==> config.mk <==
export PLATFORM = sky130hd
export DESIGN_NAME = mux4_1_flat
export DESIGN_NICKNAME = d
export VERILOG_FILES = /design/src/rtl/mux4_1_if.sv /design/src/rtl/mux4_1.sv /design/src/flat_wrapper.sv
export SDC_FILE = /design/constraint.sdc
export NUM_CORES = 1
export LEC_CHECK = 0
export ABC_CLOCK_PERIOD_IN_PS = 1900
export CORE_AREA = 2 2 39 41
export DETAILED_ROUTE_END_ITERATION = 8
export DIE_AREA = 0 0 41 43
export SYNTH_ARGS = -nofsm -noshare
export SYNTH_HDL_FRONTEND = slang
export SYNTH_SLANG_ARGS = --single-unit
==> constraint.sdc <==
create_clock -name clk -period 1.9 [get_ports clk]
set_input_delay 0.57 -clock clk [delete_from_list [all_inputs] [get_ports clk]]
set_output_delay 0.57 -clock clk [all_outputs]
set_load 0.02 [all_outputs]
==> src/rtl/mux4_1_if.sv <==
// Bundle for the 4-to-1 select stage: four data inputs, the select code,
// and the combinational output with its two registered outputs.
interface mux4_1_if #(
  parameter int WIDTH = 1
);
  logic [WIDTH-1:0] d0;
  logic [WIDTH-1:0] d1;
  logic [WIDTH-1:0] d2;
  logic [WIDTH-1:0] d3;
  logic [1:0]       sel;
  logic [WIDTH-1:0] z;
  logic [WIDTH-1:0] z_q;
  logic [3:0]       sel_oh_q;

  // master drives data and select; slave is the mux itself
  modport master (
    output d0, d1, d2, d3, sel,
    input  z, z_q, sel_oh_q
  );

  modport slave (
    input  d0, d1, d2, d3, sel,
    output z, z_q, sel_oh_q
  );
endinterface

==> src/rtl/mux4_1.sv <==
// 4-to-1 datapath mux: zero-latency output z plus registered z_q and a
// registered one-hot decode of sel for timing-critical downstream logic.
module mux4_1 #(
  parameter int WIDTH = 1
) (
  input logic     clk,
  input logic     rst_n,
  mux4_1_if.slave bus
);

  logic [WIDTH-1:0] z_c;
  logic [3:0]       sel_oh_c;

  // sel[1] picks the {d2,d3} pair, sel[0] picks within it; X/Z falls back to d0
  always_comb begin
    z_c = bus.d0;
    unique case (bus.sel)
      2'b00:   z_c = bus.d0;
      2'b01:   z_c = bus.d1;
      2'b10:   z_c = bus.d2;
      2'b11:   z_c = bus.d3;
      default: z_c = bus.d0;
    endcase
  end

  always_comb begin
    sel_oh_c = 4'b0001 << bus.sel;
  end

  always_ff @(posedge clk or negedge rst_n) begin
    if (!rst_n) begin
      bus.z_q      <= '0;
      bus.sel_oh_q <= 4'b0000;
    end else begin
      bus.z_q      <= z_c;
      bus.sel_oh_q <= sel_oh_c;
    end
  end

  assign bus.z = z_c;

endmodule

==> src/flat_wrapper.sv <==
// flat-port wrapper written by rule: the top's interface ports become plain ports
module mux4_1_flat 
#(
  parameter int WIDTH = 1
)
  (clk, rst_n, bus_d0, bus_d1, bus_d2, bus_d3, bus_sel, bus_z, bus_z_q, bus_sel_oh_q);
  mux4_1_if #(.WIDTH(WIDTH)) bus_i ();
  input logic clk;
  input logic rst_n;
  input wire logic [$bits(bus_i.d0)-1:0] bus_d0;
  input wire logic [$bits(bus_i.d1)-1:0] bus_d1;
  input wire logic [$bits(bus_i.d2)-1:0] bus_d2;
  input wire logic [$bits(bus_i.d3)-1:0] bus_d3;
  input wire logic [$bits(bus_i.sel)-1:0] bus_sel;
  output wire logic [$bits(bus_i.z)-1:0] bus_z;
  output wire logic [$bits(bus_i.z_q)-1:0] bus_z_q;
  output wire logic [$bits(bus_i.sel_oh_q)-1:0] bus_sel_oh_q;
  assign bus_i.d0 = bus_d0;
  assign bus_i.d1 = bus_d1;
  assign bus_i.d2 = bus_d2;
  assign bus_i.d3 = bus_d3;
  assign bus_i.sel = bus_sel;
  assign bus_z = bus_i.z;
  assign bus_z_q = bus_i.z_q;
  assign bus_sel_oh_q = bus_i.sel_oh_q;
  mux4_1 #(.WIDTH(WIDTH)) u_core (.clk(clk), .rst_n(rst_n), .bus(bus_i));
endmodule
Yosys cells after proc, flatten, opt, wreduce, memory -nomap -nowiden
Index checks and enable logic that the tools add are counted. Widths: inputs -> output; s select.

Register bits after elaboration: 5. Bits of input ports: 8. Output and inout bits: 6. Logic and storage cells: 8.

Equality and inequality tests: 3. Shift-type cells: 1. Muxes and demuxes: 1. Reductions and logical operators: 1.

Operators with widths (number): $eq 2x2->1 const B (2); $pmux 1 s4 (1); $shl 1x2->4 const A (1); $eq 2x1->1 const B (1); $logic_not 2->1 (1).

Logic depth before layout (Yosys ltp)
Depth after elaboration: 2. Depth in mapped cells: 1. Depth with buffers taken out: 1.

Worst setup path after synthesis
OpenSTA, ideal clock, no wires.

Path type: input to output. Start: input port bus_sel[0]. End: output port bus_z. Arrival time: 1123 ps. Required time: 1330 ps. Slack: 207 ps. Stages on the path: 1. Buffers on the path: 0. Cell sequence: mux4_2.

Word-level cells in the longest chain between the ends: 2. Elaborated cells on any way between the ends: 5. Classes of those cells: eq/ne (3); mux (1); reduce/logical (1).

RTL lines: from (decl) (RTL line flat_wrapper.sv:14) `input wire logic [$bits(bus_i.sel)-1:0] bus_sel;`; $eq 2x2->1 (tied with other cells) (RTL line mux4_1.sv:17) `unique case (bus.sel)`; $pmux 1 s4 (*) (RTL line mux4_1.sv:17); to (decl) (RTL line flat_wrapper.sv:15) `output wire logic [$bits(bus_i.z)-1:0] bus_z;`.

Mark *: on every way between the ends. The rest lies on a longest branch, timed or not.

Worst setup path in the final report
Ends and elaborated chain as after synthesis.

==> results.md <==
- Setup Slack @ Placement: -0.846 ns
- Sequential element share of the synthesized area: 73.0%
- H-tree depth: 1
- Sort of element at the end of the critical path: output pin
- Slew of the pin with the lowest slew margin: 0.218 ns
- Initial antenna violation count: 0
- Total number of nets in the final design: 39
- Clock Root Buffer: sky130_fd_sc_hd__clkbuf_4
- Critical path start-end classification: in -> out
- Biggest area contributors in the synthesized netlist: sky130_fd_sc_hd__dfrtp_1 (73%), sky130_fd_sc_hd__mux4_2 (13%), sky130_fd_sc_hd__and2b_1 (4.4%)
- Outcome: finished clean
- Switching Share: 22.1%
- Share of final-layout standard cells stronger than drive strength 1: 43.3%
- VDD IR max: between 0.15 and 0.2 mV
- Number of port buffers: 13
- Final setup slack of the worst path: 0.0151 ns
- Dominant synthesized flop cell: sky130_fd_sc_hd__dfrtp_1
- TritonCTS clock tree: done
- Gate power share: roughly a fifth
- Maximum clock insertion buffer count: 2
- Power density over the cells: 803 nW/µm²
- Critical Path RT: 1.33 ns
- Final setup fails: 0
- Count of state elements after synthesis: 5
- Count of synthesis-stage warnings from yosys: 0
- Area of the multi-input gates: 46.3 µm²
- Number of standard-cell rows in the floorplan: 14
- Sequential power share: 39.6%
- Maximum clock frequency: 531 MHz
- Proportion of power drawn by the clock network: 40.6%
- Hold Crit Class: in -> async
- GPL Wtd Cong: 0.533
- Wire length of the first global-routing pass: 648 µm
- Cell leakage power: 0.170 nW
- Final period util: 99.2%
- Max Fanout on Critical Path: 2
- Largest net degree at the start of global routing: 6
- Effective utilization at floorplan: 12.4%
- Final critical-path required period: 1.88 ns
- Post-Route WL: between 400 and 500 µm
- Post-synthesis to final-layout area growth: 111%
- Hold buffer count at cts: 0
- Total clock buffers created by CTS: 3
- Top-level I/O count: 14
- Mean Syn Cell Area: 17.1 µm²
- Max Cap Viol: 0
- Sw power: 64.2 µW
- Number of antenna repair diodes: 0
- Total power: 291 µW
- Number of synthesized flops with an enable pin: 0
- Hold violation count in the final report: 0
- Core Box Area: ~1400 µm²
- Remaining routing DRC violations: 0
- Total die area: 1760 µm²
- Detailed router's first-iteration violation count: 0
- Critical path startpoint category: primary input
- Arrival time reported for the critical path endpoint: 1.31 ns
- Net count after synthesis: 18
- Vertical extent of the die: 43 µm
- Slew Limit Headroom: 85.4%
- Per-cell via count in the routed design: 3.35
- DR vias: around 150
- Total global-route track usage: under 10%
- Sink Count: 5
- Synth unique cells: 6
- Leftover overflow at the end of global routing: 0
- Setup TNS Final: 0 ns
- Most frequent cell after synthesis: sky130_fd_sc_hd__dfrtp_1
- Via count of the first global-routing pass: 173
- FFs w/ async S/R, synth: 100%
- Power Internal: 226 µW
- Final-layout worst hold slack: 0.547 ns
- Wire length per cell after detailed routing: 9.26 µm
- Post-route antenna net violation count: 0
- Count of final max-slew check failures: 0
- Chip width: 41 µm
- Clock edge transition at the registers on the reported setup and hold paths: 0.04 ns
- Number of fillers in the final layout: 148
- Unrepaired setup endpoints after global routing: true
- Area of the mapped netlist: approximately 170 µm²
- Area taken by flip-flops and latches: ~130 µm²
- First-pass iteration count of the detailed router: 1
- Synth top area share: 73.0%
- Library cell with the largest summed area after synthesis: sky130_fd_sc_hd__dfrtp_1
- Cells after synthesis: 10
power groups by stage:
stage / combinational [mW] / sequential (mW) / clock [mW]
floorplan: 0.0101 / 0.125 / 0
finish: 0.0575 / 0.115 / 0.118
global route: 0.0631 / 0.115 / 0.132
CTS: 0.0548 / 0.115 / 0.125
detailed placement: 0.0584 / 0.117 / 0
global placement: 0.0568 / 0.116 / 0
final cells by class:
type                       count  area share, %
timing repair buffer          16           39.8
sequential                     5           34.6
tap                           16           5.54
multi-input combinational      5           12.8
clock buffer                   4           7.27
metrics by stage:
stage | cell area (µm²) | utilization (%) | instances
floorplan | 171 | - | 10
CTS | 344 | 24.9 | 45
global route | 362 | 26.1 | 46
global placement | 337 | 24.3 | 41
finish | 362 | 26.1 | 46
detailed placement | 337 | 24.3 | 41
per-layer routing:
metal  up-vias  share of wire [%]  track usage [%]
met5         -                  0                0
met4         0                  0             8.00
met3         0                 17             4.71
met2        14                 51             8.44
met1        67                 32             5.56
li1         73                  -                -
logic make-up (layout without fill, tap and decap cells):
kind of cell,count (synthesis),in the layout,share of synthesized area [%]
multiplexers,1,1,13.1
buffers and inverters,0,20,0
flip-flops,5,5,73.0
AND/OR/NAND/NOR,4,4,13.9
layout by cell type (no fill, tap or decap), types with 2 or more instances in the layout:
master                            count
sky130_fd_sc_hd__clkbuf_4             3
sky130_fd_sc_hd__buf_6                2
sky130_fd_sc_hd__clkdlybuf4s50_1      6
sky130_fd_sc_hd__buf_4                3
sky130_fd_sc_hd__buf_2                3
sky130_fd_sc_hd__dfrtp_1              5
final timing paths:
kind	from	end	slack, ns	cells after the start
worst max-delay path	bus_sel[0]	bus_z	0.02	3
worst min-delay path	rst_n	u_core.bus.sel_oh_q[3]	0.55	1
max in group asynchronous	rst_n	u_core.bus.z_q	1.17	1
min in group clk	bus_sel[0]	u_core.bus.sel_oh_q[0]	0.66	4
worst max-delay path: stages:
cell and delay [ns]:
sky130_fd_sc_hd__buf_8 0.07, sky130_fd_sc_hd__mux4_2 0.52, sky130_fd_sc_hd__buf_6 0.15
sequential cells by signal, summed over array words and instances, names as in the netlist:
signal	cells
u_core.bus.z_q	1
u_core.bus.sel_oh_q	4
timing repair:
item	in CTS	in global routing
resized for setup	24	2
setup endpoints to repair	1	1
hold endpoints to repair	0	0
buffers inserted	0	1
Note: power is estimated with default switching activity, not from simulation.
